**config.mk**
```make
export PLATFORM = sky130hd
export DESIGN_NAME = bcd2bin_seq
export DESIGN_NICKNAME = d
export VERILOG_FILES = /design/src/rtl/bcd2bin_pkg.sv /design/src/rtl/bcd_digit_adj.sv /design/src/rtl/bcd2bin_seq.sv
export SDC_FILE = /design/constraint.sdc
export NUM_CORES = 1
export LEC_CHECK = 0
export CAP_MARGIN = 20
export CORE_UTILIZATION = 25
export CTS_CLUSTER_SIZE = 24
export DETAILED_ROUTE_END_ITERATION = 12
export SKIP_CTS_REPAIR_TIMING = 1
export SLEW_MARGIN = 20
export SYNTH_ARGS = -nofsm -noshare
export SYNTH_HDL_FRONTEND = slang
export SYNTH_SLANG_ARGS = --single-unit
```
**constraint.sdc**
```tcl
create_clock -name clk -period 1.7 [get_ports clk]
set_input_delay 0.34 -clock clk [delete_from_list [all_inputs] [get_ports clk]]
set_output_delay 0.34 -clock clk [all_outputs]
set_load 0.02 [all_outputs]
```
**src/rtl/bcd2bin_pkg.sv**
```systemverilog
// Shared constants, state encoding and digit-legality helper for the
// sequential BCD-to-binary converter.
package bcd2bin_pkg;

    localparam int NDIG  = 5;
    localparam int BIN_W = 17;
    localparam int W_W   = 4 * NDIG + BIN_W;

    typedef enum logic [1:0] {
        IDLE  = 2'd0,
        SHIFT = 2'd1,
        DONE  = 2'd2
    } state_t;

    // True when any packed 4-bit field holds a non-decimal code (A..F).
    function automatic logic any_digit_bad(input logic [4*NDIG-1:0] digits);
        logic bad;
        bad = 1'b0;
        for (int i = 0; i < NDIG; i++) begin
            if (digits[4*i +: 4] > 4'd9) begin
                bad = 1'b1;
            end else begin
                bad = bad;
            end
        end
        return bad;
    endfunction

endpackage

```
**src/rtl/bcd_digit_adj.sv**
```systemverilog
// Reverse double-dabble correction for one BCD field: codes of 8 or more
// (a ten that was halved into this digit) are pulled back down by 3.
module bcd_digit_adj (
    input  logic [3:0] d,
    output logic [3:0] q
);

    // Conditional subtract-3 on one digit field.
    always_comb begin
        q = d;
        if (d >= 4'd8) begin
            q = d - 4'd3;
        end else begin
            q = d;
        end
    end

endmodule

```
**src/rtl/bcd2bin_seq.sv**
```systemverilog
// Sequential 5-digit BCD to 17-bit binary converter using reverse
// double-dabble, one shift per clock, with a start/busy/done handshake.
module bcd2bin_seq
    import bcd2bin_pkg::*;
(
    input  logic             clk,
    input  logic             reset_n,
    input  logic             start,
    input  logic [3:0]       bcd0,
    input  logic [3:0]       bcd1,
    input  logic [3:0]       bcd2,
    input  logic [3:0]       bcd3,
    input  logic [3:0]       bcd4,
    output logic             busy,
    output logic             done,
    output logic [BIN_W-1:0] bin_out,
    output logic             err
);

    localparam int CNT_W = $clog2(BIN_W);

    state_t              state_r;
    state_t              state_n;
    logic [W_W-1:0]      w_r;
    logic [W_W-1:0]      shift_s;
    logic [W_W-1:0]      w_next_s;
    logic [4*NDIG-1:0]   adj_dig_s;
    logic [4*NDIG-1:0]   digits_s;
    logic [CNT_W-1:0]    cnt_r;
    logic [BIN_W-1:0]    bin_r;
    logic                err_r;
    logic                done_r;
    logic                busy_r;
    logic                bad_s;
    logic                last_s;

    assign digits_s = {bcd4, bcd3, bcd2, bcd1, bcd0};
    assign bad_s    = any_digit_bad(digits_s);
    assign last_s   = (cnt_r == CNT_W'(BIN_W - 1));
    assign shift_s  = w_r >> 1;

    // The BCD LSB falls into the binary MSB; each BCD field is then corrected.
    for (genvar i = 0; i < NDIG; i++) begin : g_adj
        bcd_digit_adj u_adj (
            .d (shift_s[BIN_W + 4*i +: 4]),
            .q (adj_dig_s[4*i +: 4])
        );
    end

    assign w_next_s = {adj_dig_s, shift_s[BIN_W-1:0]};

    // Next-state logic; start is only honoured in IDLE.
    always_comb begin
        state_n = state_r;
        case (state_r)
            IDLE: begin
                if (start) begin
                    if (bad_s) begin
                        state_n = DONE;
                    end else begin
                        state_n = SHIFT;
                    end
                end else begin
                    state_n = IDLE;
                end
            end
            SHIFT: begin
                if (last_s) begin
                    state_n = DONE;
                end else begin
                    state_n = SHIFT;
                end
            end
            DONE:    state_n = IDLE;
            default: state_n = IDLE;
        endcase
    end

    // State register, datapath and registered handshake outputs.
    always_ff @(posedge clk or negedge reset_n) begin
        if (!reset_n) begin
            state_r <= IDLE;
            w_r     <= {W_W{1'b0}};
            cnt_r   <= {CNT_W{1'b0}};
            bin_r   <= {BIN_W{1'b0}};
            err_r   <= 1'b0;
            done_r  <= 1'b0;
            busy_r  <= 1'b0;
        end else begin
            state_r <= state_n;
            busy_r  <= (state_n == SHIFT);
            done_r  <= (state_n == DONE);
            case (state_r)
                IDLE: begin
                    if (start) begin
                        if (bad_s) begin
                            err_r <= 1'b1;
                            bin_r <= {BIN_W{1'b0}};
                        end else begin
                            w_r   <= {digits_s, {BIN_W{1'b0}}};
                            cnt_r <= {CNT_W{1'b0}};
                            err_r <= 1'b0;
                        end
                    end
                end
                SHIFT: begin
                    w_r   <= w_next_s;
                    cnt_r <= cnt_r + CNT_W'(1);
                    if (last_s) begin
                        bin_r <= shift_s[BIN_W-1:0];
                    end
                end
                default: begin
                    w_r <= w_r;
                end
            endcase
        end
    end

    assign busy    = busy_r;
    assign done    = done_r;
    assign bin_out = bin_r;
    assign err     = err_r;

endmodule
```
==> results.json, run 1 <==
{
  "clk_pin_slew_ns": 0.05,
  "path_delay_family": "buffers and inverters",
  "clock_tree.htree_level_count": 3,
  "drv_slew": 0,
  "hold_violations": 0,
  "antenna_violating_nets_post_route": 0,
  "initial_antenna_violation_count": 0,
  "antenna-diode-count": 0,
  "max-vdd-ir-drop_mv": 0.487,
  "clkLatencyLatePin_ns": 0.33,
  "layout-drive-gt1-share_pct": 21.8,
  "required_ns": 1.36,
  "die_w_um": 114,
  "critical_path.startpoint_type": "flop",
  "final_critical_path_share_of_the_clock_period_pct": 96.4,
  "worst_r2r_startpoint": "state_r[1]$_DFF_PN0_",
  "area_delta_synth_final_pct": 37.2,
  "most_used_cells_in_the_layout_excluding_fill_and_tap_cells": "nand2_1, dfrtp_1, clkdlybuf4s50_1",
  "finalWorstPathRequiredPeriod_ns": 1.64,
  "rows": 40,
  "cts_made_buffers": 9,
  "path_max_fanout": 2,
  "grt_max_degree": 51,
  "drc_violations_left": 0,
  "critPathArrivalTime_ns": 1.30,
  "synthesis.nets": 353,
  "place.gp.congestion": 0.736,
  "timing.critical_path.slowest_cell_delay_ns": 0.62,
  "nNetsFinal": 427,
  "post_drt_wl_per_cell_um": 12.8,
  "maxCapViolCount": 0,
  "finish.cell_count_without_fillers": 567,
  "criticalPathCategory": "flop to primary output",
  "path_cells": "clkdlybuf4s50_1",
  "grt_setup_unrepaired": "false",
  "min_from": "bcd4[3]",
  "floorplan.die_area_um2": 13100,
  "placeableCoreArea_um2": 12200,
  "synth.distinct_cells": 44,
  "yosysWarnings": 0,
  "power.density_nw_per_um2": 1340,
  "avgViaCountPerCell": 4.46,
  "status": "complete, no violations",
  "endpoint_kind": "primary output",
  "totalWireLength_um": 7260,
  "synth_sequential_area_ratio_pct": 49.9,
  "synth_area_per_inst_um2": 9.86,
  "tritoncts": "done",
  "initial_core_util_pct": 26.0,
  "fmax_mhz": 610,
  "min_path_type": "input pin to flop",
  "dieHeight_um": 114,
  "first_global_vias": 2405,
  "detailroute.via_count": 2531,
  "finalSetupViolCount": 0,
  "yosys_register_bits": 63,
  "detail_route.iter0.violations": 180,
  "leakage_power_total_nw": 1.89,
  "tightest_slew_ns": 0.392,
  "setup.worst_path.start": "err$_DFFE_PN0P_",
  "crit_path_top_delay_cell": "clkdlybuf4s50_1",
  "dp_cells": 546,
  "max-clock-path-buffers": 2,
  "commonest_non_fill_non_tap_cell_in_the_layout": "nand2_1",
  "root_buffer": "clkbuf_16",
  "port-buffer-count": 42,
  "io_pins": 43,
  "synth.cell_area_um2": 3160,
  "cts_sinks": 63,
  "first_pass_drt_iterations": 4,
  "p_total_mw": 5.81,
  "place.detailed.hpwl_um": 5080,
  "final.setup_skew_ns": 0.00651,
  "grt_pass1_wl_um": 12000,
  "track_usage_pct": 12.0,
  "grt_overflow_total": 0,
  "syn_inst": 320,
  "tightest_slew_margin_relative_to_the_limit_pct": 73.9,
  "cp.buffers_inverters": 1
}
## final timing paths
| path | end | slack [ns] | cells past startpoint |
|---|---|---|---|
| setup / recovery | err | 0.06 | 1 |
| hold / removal | w_r[36]$_DFFE_PN0P_ | 0.36 | 3 |
| setup reg to reg | w_r[28]$_DFFE_PN0P_ | 0.12 | 5 |
| hold reg to reg | bin_out[0]$_DFFE_PN0P_ | 0.50 | 2 |
| max in group asynchronous | w_r[10]$_DFFE_PN0P_ | 0.64 | 3 |
| min in group asynchronous | w_r[20]$_DFFE_PN0P_ | 0.46 | 2 |
## cell families (layout without fill, tap and decap cells)
kind of cell	after synthesis	count (layout)	synth area share, %
AO/OA/AOI/OAI	89	89	19.5
flip-flops	63	63	49.9
buffers and inverters	32	111	6.42
multiplexers	5	5	1.63
adder cells (fa/ha/maj)	10	10	3.96
XOR/XNOR	11	11	3.05
AND/OR/NAND/NOR	110	110	15.5
## state kept, by name, summed over array words and instances (netlist names)
register / flops
bin_out: 17
err: 1
cnt_r: 5
w_r: 36
busy: 1
done: 1
state_r: 2
## metrics by stage
stage / worst slack [ns] / TNS [ns] / area [um^2] / hold WS (ns) / util [%]
finish: 0.0605 / 0 / 4330 / 0.363 / 35.6
global route: 0.0103 / 0 / 4330 / 0.394 / 35.6
CTS: -0.0875 / -0.964 / 4220 / -0.0713 / 34.7
detailed placement: -0.435 / -20.69 / 3940 / 0.289 / 32.4
global placement: -0.408 / -19.42 / 3940 / 0.286 / 32.4
floorplan: 0.203 / 0 / 3160 / 0.0444 / -
## where the power goes
group / total, mW / internal, mW / switching [mW]
registers: 2.47 / 1.98 / 0.482
clock network: 1.67 / 1.02 / 0.651
logic: 1.67 / 0.883 / 0.791
total: 5.81 / 3.89 / 1.92
## final cells by class
class	count	area, um^2
Fill cell	1226	7830
Sequential cell	63	1580
Multi-Input combinational cell	225	1400
Timing Repair Buffer	84	823
Clock buffer	11	243
Tap cell	168	210
Inverter	11	41.3
Clock inverter	5	33.8
## routing by layer
metal | GRT usage (%) | routed length [um] | vias to the layer above
met3 | 4.39 | 364 | 2
met2 | 17.8 | 3240 | 70
li1 | - | - | 1251
met4 | 3.29 | 29 | 0
met5 | 0 | 0 | -
met1 | 16.4 | 3630 | 1208
## synth_stat cells
cell type  instances  area, um^2
nand2_1           73         274
dfrtp_1           63        1580
o21ai_0           31         155
o21ai_2           17         149
nor2_1            14        52.6
inv_1             11        41.3
a31oi_1           10        62.6
ha_1              10         125
a22oi_1            8        60.1
buf_2              8        40.0
xnor2_1            8        70.1
a221o_1            7        70.1
a21oi_1            5        25.0
buf_6              5        56.3
nor2b_1            5        31.3
mux2i_1            4        40.0
nand4_1            4        25.0
buf_4              3        22.5
o21ai_1            3        15.0
o22ai_1            3        18.8
xor2_1             3        26.3
buf_8              2        30.0
nand3_1            2        10.0
a211oi_1           1        7.51
a21boi_4           1        18.8
a21oi_4            1        16.3
a41oi_1            1        8.76
and2_1             1        6.26
and2_4             1        8.76
and4_1             1        8.76
and4bb_1           1        12.5
buf_1              1        3.75
clkbuf_1           1        3.75
clkbuf_2           1        5.00
mux2_2             1        11.3
nand2_2            1        6.26
nand2b_1           1        6.26
nor2_2             1        6.26
nor3_1             1        5.00
nor3b_4            1        18.8
nor4_1             1        6.26
o31ai_1            1        7.51
or2_1              1        6.26
or2_2              1        6.26
(Power assumes the default switching activity.)
==> inputs of run 2 (changes only) <==
--- a/config.mk
+++ b/config.mk
@@ -5,7 +5,7 @@
 export SDC_FILE = /design/constraint.sdc
 export NUM_CORES = 1
 export LEC_CHECK = 0
-export CAP_MARGIN = 20
+export CAP_MARGIN = 5
 export CORE_UTILIZATION = 25
 export CTS_CLUSTER_SIZE = 24
 export DETAILED_ROUTE_END_ITERATION = 12
@@ -13,4 +13,5 @@
 export SLEW_MARGIN = 20
 export SYNTH_ARGS = -nofsm -noshare
 export SYNTH_HDL_FRONTEND = slang
+export SYNTH_HIERARCHICAL = 1
 export SYNTH_SLANG_ARGS = --single-unit
==> run 2 against run 1 <==
  * The run now ends with negative setup slack left
  * Combinational power is essentially flat
  * Clock power grew 16%
  * Synthesized cell count fell by 11%
  * Clock skew fell by 0.0016 ns
  * Power grew 1.3%
  * Critical path depth grew 7
  * Non-clock buffer count is 7 lower
  * Critical endpoint is now bin_out[5]$_DFFE_PN0P_
  * Largest power group unchanged
==> results.json, run 2 <==
{
  "comb_power_share_pct": 28.6,
  "first_global_vias": 2222,
  "dieHeight_um": 114,
  "io_pins": 43,
  "synth_adder_area_share_pct": 4.83,
  "commonest_non_fill_non_tap_cell_in_the_layout": "dfrtp_1",
  "grt_pass1_wl_um": 10900,
  "port-buffer-count": 42,
  "final_critical_path_share_of_the_clock_period_pct": 102,
  "grt_setup_unrepaired": "true",
  "power.internal_mw": 4.08,
  "power.clock.fraction_pct": 33.0,
  "rows": 40,
  "fin_area_um2": 4530,
  "track_usage_pct": 11.1,
  "root_buffer": "clkbuf_16",
  "tightest_slew_ns": 0.526,
  "place.detailed.hpwl_um": 4310,
  "nNetsFinal": 401,
  "critical_path_cell_count": 8,
  "leakage_power_total_nw": 2.31,
  "min_path_type": "input pin to async pin",
  "synth-edff-count": 0,
  "finalWorstPathRequiredPeriod_ns": 1.74,
  "syn_inst": 285,
  "endpoint_kind": "flop",
  "area_delta_synth_final_pct": 45.7,
  "crit_path_top_delay_cell": "dfrtp_1",
  "hold_violations": 0,
  "clk_pin_slew_ns": 0.05,
  "synth.distinct_cells": 34,
  "yosys-top-cells-count": "dfrtp_1, nand2_1, o21ai_0, mux2i_1",
  "clock_tree.htree_level_count": 3,
  "synth_flop_cell": "dfrtp_1",
  "hold_ws_ns": 0.0231,
  "yosysTopAreaCellShare_pct": 50.7,
  "detailroute.via_count": 2250,
  "path_cells": "inv_2 -> ha_4 -> nand2_4 -> nor3_4 -> a22o_1 -> a21oi_4 -> clkbuf_16 -> mux2_4",
  "power_switching_share_pct": 30.7,
  "first_pass_drt_iterations": 4,
  "synth.most_common_cell": "dfrtp_1",
  "totalWireLength_um": 6870,
  "place.gp.congestion": 0.718,
  "initial_core_util_pct": 25.8,
  "status": "complete, but fails checks",
  "tritoncts": "done",
  "detailed_place.area_um2": 3950,
  "initial_antenna_violation_count": 0,
  "netlist.top_cell.by_area": "dfrtp_1",
  "tightest_slew_margin_relative_to_the_limit_pct": 64.9,
  "max-clock-path-buffers": 2,
  "largest_reg_flops": 36,
  "cts_made_buffers": 9,
  "timing.critical_path.slowest_cell_delay_ns": 0.36,
  "cp.buffers_inverters": 2,
  "synth_area_per_inst_um2": 10.9,
  "floorplan.die_area_um2": 12900,
  "finish.cell_count_without_fillers": 538,
  "synth_simple_gate_area_share_pct": 11.9,
  "power.density_nw_per_um2": 1300,
  "antenna-diode-count": 0,
  "dp_cells": 514,
  "finalSetupViolCount": 16,
  "clkLatencyLatePin_ns": 0.33,
  "criticalPathCategory": "flop to flop",
  "worst_r2r_startpoint": "cnt_r[1]$_DFFE_PN0P_",
  "layout-drive-gt1-share_pct": 22.4,
  "p_total_mw": 5.89,
  "post_drt_wl_per_cell_um": 12.8,
  "placeableCoreArea_um2": 12100,
  "synth_sequential_area_ratio_pct": 50.7,
  "fmax_mhz": 576,
  "cts_sinks": 63,
  "antenna_violating_nets_post_route": 0,
  "avgViaCountPerCell": 4.18,
  "most_used_cells_in_the_layout_excluding_fill_and_tap_cells": "dfrtp_1, nand2_1, buf_4",
  "reg2reg_slack_ns": -0.04,
  "post_synth_xor_area_fraction_pct": 2.81,
  "async_flop_share_pct": 100,
  "grt_max_degree": 64,
  "yosys_register_bits": 63,
  "yosysWarnings": 6,
  "drv_slew": 0,
  "failing_checks": "negative setup slack",
  "dominant_combinational_cell_family_by_area_after_synthesis": "multiplexers",
  "pwr-share-seq_pct": 38.4,
  "path_delay_family": "compound AO/OA/AOI/OAI gates",
  "worst_r2r_path_depth": 8,
  "drc_violations_left": 0,
  "path_max_fanout": 7,
  "largest-register": "w_r",
  "detail_route.iter0.violations": 133,
  "die_w_um": 114,
  "total_switching_power_mw": 1.81,
  "critPathArrivalTime_ns": 1.95,
  "max-vdd-ir-drop_mv": 0.675,
  "maxCapViolCount": 0,
  "grt_overflow_total": 0,
  "critical_path.startpoint_type": "flop",
  "final.setup_skew_ns": 0.00494,
  "synth.area.top_cells": "dfrtp_1, mux2i_1, ha_1",
  "required_ns": 1.91,
  "reg2reg_to": "bin_out[5]$_DFFE_PN0P_",
  "synth_compound_gate_area_share_pct": 12.4,
  "tns_ns": -0.343,
  "synth.cell_area_um2": 3110,
  "post_route_setup_slack_ns": -0.0363,
  "synth.mux.area_fraction_pct": 13.4
}
run 2: worst max path at each step:
stage | slack (ns) | endpoint | start
2_1_floorplan | -0.07 | bin_out[10]$_DFFE_PN0P_ | cnt_r[0]$_DFFE_PN0P_
3_3_place_gp | -0.49 | bin_out[4]$_DFFE_PN0P_ | bcd2[2]
3_5_place_dp | -0.49 | bin_out[3]$_DFFE_PN0P_ | bcd0[1]
4_1_cts | -0.15 | bin_out[3]$_DFFE_PN0P_ | bcd0[1]
5_1_grt | -0.11 | bin_out[9]$_DFFE_PN0P_ | cnt_r[1]$_DFFE_PN0P_
6_report | -0.04 | bin_out[5]$_DFFE_PN0P_ | cnt_r[1]$_DFFE_PN0P_
run 2: cell families after synthesis:
logic type               after synthesis
flip-flops                            63
AO/OA/AOI/OAI                         64
AND/OR/NAND/NOR                       71
adder cells (fa/ha/maj)               12
buffers and inverters                 27
other                                  1
XOR/XNOR                              10
multiplexers                          37
run 2: layout make-up:
class | count | area [um^2]
tap | 168 | 210
inverter | 16 | 60.1
fill | 1209 | 7530
sequential | 63 | 1580
multi-input combinational | 199 | 1540
clock buffer | 11 | 243
clock inverter | 4 | 70.1
timing repair buffer | 77 | 831
run 2: metal layers:
layer / GRT usage (%) / wire [um] / vias up
met5: 0 / 0 / -
met4: 3.42 / 113 / 0
met3: 4.68 / 349 / 10
met2: 17.0 / 3080 / 46
met1: 14.2 / 3330 / 1080
li1: - / - / 1114
run 2: power by group through the flow:
| stage | Clock (mW) | Sequential (mW) | Combinational, mW |
|---|---|---|---|
| after floorplan | 0 | 2.20 | 1.02 |
| after global placement | 0 | 2.25 | 1.46 |
| after detailed placement | 0 | 2.26 | 1.50 |
| after CTS | 2.00 | 2.24 | 1.51 |
| after global routing | 2.06 | 2.32 | 1.93 |
| final | 1.94 | 2.26 | 1.68 |
run 2: through the flow:
| step | util [%] | setup WS [ns] |
|---|---|---|
| 2_1_floorplan | - | -0.0727 |
| 3_3_place_gp | 32.7 | -0.493 |
| 3_5_place_dp | 32.7 | -0.493 |
| 4_1_cts | 35.3 | -0.154 |
| 5_1_grt | 37.6 | -0.109 |
| 6_report | 37.6 | -0.0363 |
==> inputs of run 3 (changes only) <==
--- a/config.mk
+++ b/config.mk
@@ -9,6 +9,7 @@
 export CORE_UTILIZATION = 25
 export CTS_CLUSTER_SIZE = 24
 export DETAILED_ROUTE_END_ITERATION = 12
+export PLACE_DENSITY = 0.49
 export SKIP_CTS_REPAIR_TIMING = 1
 export SLEW_MARGIN = 20
 export SYNTH_ARGS = -nofsm -noshare
==> run 3 against run 2 <==
  * Clock skew grew 0.0028 ns
  * Core utilization shrank 1.4 points
  * Clock-buffer cell count shrank 2
  * Clock power grew 4%
  * Die area is the same
  * Combinational power shrank 9.5%
  * Global-route usage grew 0.059 points
  * Setup slack gained 0.0020 ns
  * Hold slack lost 0.018 ns
  * Power shrank 1.9%
  * Routed wire length shrank 5.5%
  * Sequential share of layout area grew 1.4 points
  * The flow still finishes with violations (negative setup slack)
==> results.json, run 3 (synthesis results as in run 2) <==
{
  "detail_route.iter0.violations": 71,
  "place.gp.congestion": 0.713,
  "clk_pin_slew_ns": 0.06,
  "final_critical_path_share_of_the_clock_period_pct": 102,
  "endpoint_kind": "flop",
  "io_pins": 43,
  "drv_slew": 0,
  "failing_checks": "negative setup slack",
  "max-clock-path-buffers": 2,
  "largest-register": "w_r",
  "die_w_um": 114,
  "leakage_power_total_nw": 2.14,
  "cts_sinks": 63,
  "p_total_mw": 5.78,
  "required_ns": 1.91,
  "avgViaCountPerCell": 4.10,
  "path_delay_family": "flip-flops",
  "rows": 40,
  "timing.critical_path.slowest_cell_delay_ns": 0.37,
  "dp_cells": 512,
  "largest_reg_flops": 36,
  "final.setup_skew_ns": 0.00778,
  "first_global_vias": 2315,
  "power.density_nw_per_um2": 1320,
  "critPathArrivalTime_ns": 1.94,
  "fmax_mhz": 577,
  "clkLatencyLatePin_ns": 0.33,
  "cp.buffers_inverters": 2,
  "initial_core_util_pct": 25.8,
  "placeableCoreArea_um2": 12100,
  "layout-drive-gt1-share_pct": 20.2,
  "max-vdd-ir-drop_mv": 0.429,
  "grt_pass1_wl_um": 11200,
  "port-buffer-count": 42,
  "clock_tree.htree_level_count": 3,
  "setup.worst_path.start": "cnt_r[1]$_DFFE_PN0P_",
  "finalWorstPathRequiredPeriod_ns": 1.73,
  "criticalPathCategory": "flop to flop",
  "cts_made_buffers": 9,
  "worst_r2r_startpoint": "cnt_r[1]$_DFFE_PN0P_",
  "fin_area_um2": 4360,
  "grt_max_degree": 64,
  "path_cells": "inv_2 -> ha_2 -> nand2_1 -> nor3_2 -> a22o_1 -> a21oi_4 -> buf_12 -> mux2_2",
  "nNetsFinal": 392,
  "totalWireLength_um": 6500,
  "finalSetupViolCount": 11,
  "track_usage_pct": 11.2,
  "floorplan.die_area_um2": 12900,
  "dieHeight_um": 114,
  "crit_path_top_delay_cell": "dfrtp_1",
  "most_used_cells_in_the_layout_excluding_fill_and_tap_cells": "dfrtp_1, nand2_1, clkdlybuf4s50_1",
  "timing.critical_path.to": "bin_out[15]$_DFFE_PN0P_",
  "reg2reg_slack_ns": -0.03,
  "post_drt_wl_per_cell_um": 12.3,
  "worst_r2r_path_depth": 8,
  "min_path_type": "input pin to async pin",
  "place.detailed.hpwl_um": 4280,
  "commonest_non_fill_non_tap_cell_in_the_layout": "dfrtp_1",
  "finish.cell_count_without_fillers": 530,
  "hold_violations": 0,
  "critical_path_cell_count": 8,
  "path_max_fanout": 19,
  "post_route_setup_slack_ns": -0.0343,
  "detailroute.via_count": 2172,
  "reg2reg_to": "bin_out[15]$_DFFE_PN0P_",
  "area_delta_synth_final_pct": 40.1,
  "root_buffer": "clkbuf_16",
  "grt_setup_unrepaired": "true",
  "status": "complete, but fails checks",
  "grt_overflow_total": 0,
  "drc_violations_left": 0,
  "antenna-diode-count": 0,
  "antenna_violating_nets_post_route": 0,
  "initial_antenna_violation_count": 0,
  "critical_path.startpoint_type": "flop",
  "first_pass_drt_iterations": 4,
  "detailed_place.area_um2": 3960,
  "maxCapViolCount": 0,
  "tritoncts": "done"
}
==> run 3: power breakdown <==
group	switching, mW	internal (mW)	leakage, nW
logic	0.720	0.800	1.15
clock network	0.710	1.30	0.161
registers	0.374	1.87	0.833
==> run 3: routing by layer <==
| metal | vias to the layer above | track usage, % | share of wire, % |
|---|---|---|---|
| li1 | 1094 | - | - |
| met1 | 1027 | 14.1 | 49 |
| met2 | 43 | 17.8 | 46 |
| met3 | 8 | 3.51 | 4.5 |
| met4 | 0 | 4.21 | 1.3 |
| met5 | - | 0 | 0 |
==> run 3: worst min path at each step <==
| stage | slack, ns | endpoint | cells after the start |
|---|---|---|---|
| after global routing | 0.04 | done$_DFF_PN0_ | 2 |
| after CTS | 0.03 | done$_DFF_PN0_ | 2 |
| after global placement | 0.38 | done$_DFF_PN0_ | 2 |
| final | 0.005 | done$_DFF_PN0_ | 2 |
| after floorplan | 0.04 | bin_out[0]$_DFFE_PN0P_ | 0 |
| after detailed placement | 0.38 | done$_DFF_PN0_ | 2 |
==> run 3: metrics by stage <==
| stage | worst slack (ns) | hold WS (ns) | utilization, % | setup TNS, ns |
|---|---|---|---|---|
| after floorplan | -0.0727 | 0.0444 | - | -0.509 |
| after global placement | -0.490 | 0.382 | 32.8 | -25.71 |
| after detailed placement | -0.512 | 0.381 | 32.8 | -25.98 |
| after CTS | -0.150 | 0.0268 | 35.5 | -5.13 |
| after global routing | -0.118 | 0.0434 | 36.2 | -1.61 |
| final | -0.0343 | 0.00499 | 36.2 | -0.231 |
==> run 3: cell type report <==
class	count	area [um^2]
flip-flops and latches	63	1580
clock inverters	7	104
fillers	1205	7700
well taps	168	210
inverters	16	60.1
clock buffers	9	225
multi-input cells	199	1480
repair buffers	68	703
